--- config.mk ---
export PLATFORM = sky130hd
export DESIGN_NAME = nibble_serial_subtractor
export DESIGN_NICKNAME = d
export VERILOG_FILES = /design/src/rtl/nibble_serial_subtractor_pkg.sv /design/src/rtl/nibble_serial_subtractor_sub_slice.sv /design/src/rtl/nibble_serial_subtractor.sv
export SDC_FILE = /design/constraint.sdc
export NUM_CORES = 1
export LEC_CHECK = 0
export CORE_ASPECT_RATIO = 0.8
export CORE_MARGIN = 2
export CORE_UTILIZATION = 30
export CTS_CLUSTER_SIZE = 40
export DETAILED_ROUTE_END_ITERATION = 7
export SYNTH_ARGS = -nofsm -noshare
export SYNTH_HDL_FRONTEND = slang
export SYNTH_SLANG_ARGS = --single-unit
--- constraint.sdc ---
create_clock -name clk -period 3.2 [get_ports clk]
set_input_delay 0.64 -clock clk [delete_from_list [all_inputs] [get_ports clk]]
set_output_delay 0.64 -clock clk [all_outputs]
set_load 0.005 [all_outputs]
--- src/rtl/nibble_serial_subtractor_pkg.sv ---
// Shared constants and FSM state type for the serial arithmetic blocks.
package arith_pkg;

  localparam int unsigned WIDTH  = 16;
  localparam int unsigned SLICE  = 4;
  localparam int unsigned NSLICE = WIDTH / SLICE;

  typedef enum logic [1:0] {
    IDLE,
    RUN,
    DONE
  } state_e;

endpackage

--- src/rtl/nibble_serial_subtractor_sub_slice.sv ---
// One combinational subtract slice: d = x - y - borrowIn with borrow out.
module sub_slice #(
  parameter int unsigned SLICE = arith_pkg::SLICE
) (
  input  logic [SLICE-1:0] x,
  input  logic [SLICE-1:0] y,
  input  logic             borrowIn,
  output logic [SLICE-1:0] d,
  output logic             borrowOutSlice
);

  logic [SLICE:0] sum;

  // Subtraction as x + ~y + ~borrow; the carry out is the inverted borrow.
  always_comb begin
    sum            = {1'b0, x} + {1'b0, ~y} + {{SLICE{1'b0}}, ~borrowIn};
    d              = sum[SLICE-1:0];
    borrowOutSlice = ~sum[SLICE];
  end

endmodule

--- src/rtl/nibble_serial_subtractor.sv ---
// Multi-cycle subtractor: one SLICE-bit slice of a - b - bIn per clock, LSB slice first.
module nibble_serial_subtractor #(
  parameter int unsigned WIDTH = arith_pkg::WIDTH,
  parameter int unsigned SLICE = arith_pkg::SLICE
) (
  input  logic                     clk,
  input  logic                     rst_n,
  input  logic                     start,
  input  logic [WIDTH-1:0]         a,
  input  logic [WIDTH-1:0]         b,
  input  logic                     bIn,
  output logic                     busy,
  output logic                     done,
  output logic [WIDTH-1:0]         diff,
  output logic [WIDTH/SLICE-1:0]   borrowOut
);

  import arith_pkg::*;

  localparam int unsigned NSLICE = WIDTH / SLICE;
  localparam int unsigned IDXW   = (NSLICE > 1) ? $clog2(NSLICE) : 1;

  state_e              state_q, state_d;
  logic [IDXW-1:0]     idx_q, idx_d;
  logic [WIDTH-1:0]    a_q, a_d;
  logic [WIDTH-1:0]    b_q, b_d;
  logic                borrow_q, borrow_d;
  logic [WIDTH-1:0]    diff_q, diff_d;
  logic [NSLICE-1:0]   bout_q, bout_d;
  logic                done_q, done_d;

  logic [SLICE-1:0]    slice_x, slice_y, slice_d;
  logic                slice_bo;

  always_comb begin
    slice_x = a_q[idx_q*SLICE +: SLICE];
    slice_y = b_q[idx_q*SLICE +: SLICE];
  end

  sub_slice #(
    .SLICE(SLICE)
  ) u_slice (
    .x             (slice_x),
    .y             (slice_y),
    .borrowIn      (borrow_q),
    .d             (slice_d),
    .borrowOutSlice(slice_bo)
  );

  // borrow_q carries bIn into slice 0, then each slice's borrow into the next.
  always_comb begin
    state_d  = state_q;
    idx_d    = idx_q;
    a_d      = a_q;
    b_d      = b_q;
    borrow_d = borrow_q;
    diff_d   = diff_q;
    bout_d   = bout_q;
    done_d   = 1'b0;
    case (state_q)
      IDLE: begin
        if (start) begin
          a_d      = a;
          b_d      = b;
          borrow_d = bIn;
          diff_d   = '0;
          bout_d   = '0;
          idx_d    = '0;
          state_d  = RUN;
        end
      end
      RUN: begin
        diff_d[idx_q*SLICE +: SLICE] = slice_d;
        bout_d[idx_q]                = slice_bo;
        borrow_d                     = slice_bo;
        if (idx_q == IDXW'(NSLICE - 1)) begin
          state_d = DONE;
          done_d  = 1'b1;
        end else begin
          idx_d = idx_q + 1'b1;
        end
      end
      DONE: begin
        state_d = IDLE;
      end
      default: begin
        state_d = IDLE;
      end
    endcase
  end

  always_ff @(posedge clk or negedge rst_n) begin
    if (!rst_n) begin
      state_q  <= IDLE;
      idx_q    <= '0;
      a_q      <= '0;
      b_q      <= '0;
      borrow_q <= 1'b0;
      diff_q   <= '0;
      bout_q   <= '0;
      done_q   <= 1'b0;
    end else begin
      state_q  <= state_d;
      idx_q    <= idx_d;
      a_q      <= a_d;
      b_q      <= b_d;
      borrow_q <= borrow_d;
      diff_q   <= diff_d;
      bout_q   <= bout_d;
      done_q   <= done_d;
    end
  end

  assign busy      = (state_q != IDLE);
  assign done      = done_q;
  assign diff      = diff_q;
  assign borrowOut = bout_q;

endmodule

==> key figures <==
Final layout
  • Layout Nets: 305
  • Storage cell area: 1450 sq um
  • Multi-input logic area: 1100 sq um
  • Area grow syn2layout: 36.5%
  • Ant diodes: 0
  • Fillers: 821
  • Ratio of cells with drive above 1 in the final layout: 26.0%

Power
  • Logic pwr share: 49.2%
  • Pwr Density: 1140 nW/um^2
  • Psw: 1.47 mW
  • Peak supply drop: 0.000453 V
  • Sw Ratio: 35.9%
  • Clock Power Share: 19.2%
  • Internal power: 2.62 mW
  • Leakage: 1.53 nW
  • Seq pwr share: 31.6%

Global route
  • Remaining Overflow, GRT: 0
  • Initial antenna violation count: 0
  • Vias in the first global route: 1,847
  • Largest net degree at the start of global routing: 33
  • GRT Overall Usage: 13.5%
  • Global-route wire length before repair: 9470 microns

Yosys
  • Netlist cell types: 33
  • Net Count, Synth: 238
  • Synth Register Bits: 58
  • Syn avg cell area: 13.6 sq um
  • Syn Inst Count: 193
  • Seq/Total Area, Yosys: 55.2%
  • Syn Std Cell Area: 2630 sq um
  • Syn. warnings: 0

Timing
  • Slew Viols, Final: 0
  • Final setup violation count: 0
  • Final worst-path cycle share: 80.2%
  • Hold WS: 0.148 ns
  • RSZ-0062 raised after global routing: no
  • Max_slew headroom: 67.5%
  • Clock skew: 0.00614 ns
  • F_max: 0.390 GHz
  • Hold Fails Final Rpt: 0
  • Tightest Pin Transition: 0.486 ns
  • Tmin final: 2.57 ns
  • TNS Setup: 0 ns

Setup path
  • CP Capture Point: borrow_q
  • Critical Path Start: idx_q[0]
  • CP Capture Type: flop
  • WP data required: 3.42 ns
  • R2r setup slk: 0.63 ns
  • Crit Path Category: reg2reg
  • Worst setup SP type: flop
  • R2R Path Start: idx_q[0]
  • R2r endpoint: borrow_q
  • Reg2Reg Depth: 9
  • Arr. time, crit path: 2.79 ns
  • Crit path max fanout: 5

Detailed routing
  • 1st-pass router iterations: 4
  • DRC: 0
  • Via density: 4.64
  • Drt total wl: 5630 microns
  • Routed vias: 1,751
  • Iteration-0 DRC Markers: 65
  • Avg WL per Cell: 14.9 microns
  • Post-DRT Antenna Nets: 0

CTS
  • Depth of the CTS H-tree: 3
  • CTS tree: built
  • Hold Buf Count CTS: 0
  • Clock Latency Late Sink: 0.34 ns
  • CTS Root Cell: clkbuf_8
  • CTS Buf Count: 9
  • Setup bufs post-CTS: 0
  • Worst-case clock buffer depth: 2
  • Clk sinks: 58
  • CTS resizes: 0
  • Clk slew on worst S/H paths: 0.07 ns

Die
  • Die H: 87.7 microns
  • Core area: 8480 sq um
  • Die footprint: 9530 sq um
  • Site row count: 30
  • I/O pins: 58
  • Die width: 109 microns
  • Starting Density: 31.0%

Placement
  • Dpl hpwl: 4210 microns
  • Gp weighted congestion: 0.772
  • Port Buf Inserts: 57

Min path
  • Worst Hold Class: in2async

Run status
  • Status: complete, no violations

Run
  • Max cap viols: 0
==> synthesized netlist by cell type, drive strengths merged <==
cell,count,area (sq um)
dfrtp,58,1450
mux2,33,372
nand2,15,56.3
o21ai,12,60.1
inv,9,33.8
mux4,8,180
a21oi,7,46.3
a22o,7,61.3
ha,7,87.6
buf,6,43.8
nor2,5,18.8
a32o,4,40.0
and2,2,12.5
fa,2,40.0
nand2b,2,12.5
nor3,2,10.0
xor2,2,17.5
a21o,1,7.51
a221o,1,10.0
and2b,1,7.51
and3,1,6.26
clkbuf,1,3.75
nand3,1,5.00
nand4,1,6.26
nor2b,1,6.26
nor3b,1,12.5
o21bai,1,7.51
or2,1,6.26
or3,1,6.26
==> state kept, by name, indices dropped and copies added (netlist names) <==
signal and count:
b_q 16, done 1, state_q 2, idx_q 2
diff 16, borrow_q 1, borrowOut 4, a_q 16
==> critical path, cell delays in order, from the launching register on <==
cell,delay (ns)
dfrtp_1,0.40
buf_4,0.18
mux4_2,0.34
inv_1,0.06
fa_1,0.45
fa_1,0.41
inv_1,0.07
a21o_1,0.11
a21oi_1,0.13
a221o_1,0.31
==> through the flow <==
step                      area (sq um)  std cells  util [%]  worst slack, ns  total power [mW]
after floorplan                   2630        193         -            0.457              2.62
after global placement            3350        361      39.5            0.695              3.31
after detailed placement          3350        361      39.5            0.628              3.36
after CTS                         3590        377      42.3            0.616              4.16
after global routing              3590        377      42.3            0.504              4.44
final                             3590        377      42.3            0.633              4.09
==> logic make-up (layout without fill, tap and decap cells) <==
family	after synthesis	in the layout	share of synthesized area, %
muxes	41	41	21.0
AOI/OAI and AO/OA	33	33	8.85
adders and majority gates	9	9	4.85
xor gates and xnor gates	2	2	0.666
and+or+nand+nor	34	34	6.33
buffers and inverters	16	88	3.09
DFF	58	58	55.2
==> power groups by stage <==
stage,combinational [mW],clock [mW],sequential [mW]
detailed placement,2.05,0,1.31
global placement,2.00,0,1.32
floorplan,1.37,0,1.25
global route,2.26,0.842,1.34
finish,2.01,0.787,1.29
CTS,2.06,0.805,1.30
==> how the worst min path moves through the flow <==
stage          slack, ns  endpoint    start  cells after the start
3_5_place_dp        0.48   diff[8]  diff[8]                      2
3_3_place_gp        0.47   diff[9]  diff[9]                      2
5_1_grt             0.14   b_q[15]    rst_n                      1
2_1_floorplan       0.34    a_q[0]    rst_n                      0
4_1_cts             0.14   b_q[15]    rst_n                      1
6_report            0.15   b_q[15]    rst_n                      1
==> layout make-up <==
type                       instances  share of cell area [%]
clock buffer                      12                    4.60
clock inverter                     4                    2.02
inverter                           9                   0.941
multi-input combinational        119                    30.7
sequential                        58                    40.4
tap                              112                    3.91
timing repair buffer              63                    17.4
==> metal layers <==
layer | wire length (microns) | GRT usage [%] | share of wire, % | up-vias
met5 | 0 | 0 | 0 | -
met4 | 61 | 4.55 | 1.1 | 0
met3 | 384 | 5.28 | 6.8 | 7
met2 | 2310 | 18.3 | 41 | 52
met1 | 2870 | 19.5 | 51 | 859
li1 | - | - | - | 833
==> layout by cell type, fill, tap and decap left out, drive strengths merged, types with 8 or more instances in the layout <==
master,n
mux4,8
clkdlybuf4s50,56
o21ai,12
clkbuf,12
dfrtp,58
nand2,15
mux2,33
inv,9
Power figures use the tool's default switching activity.
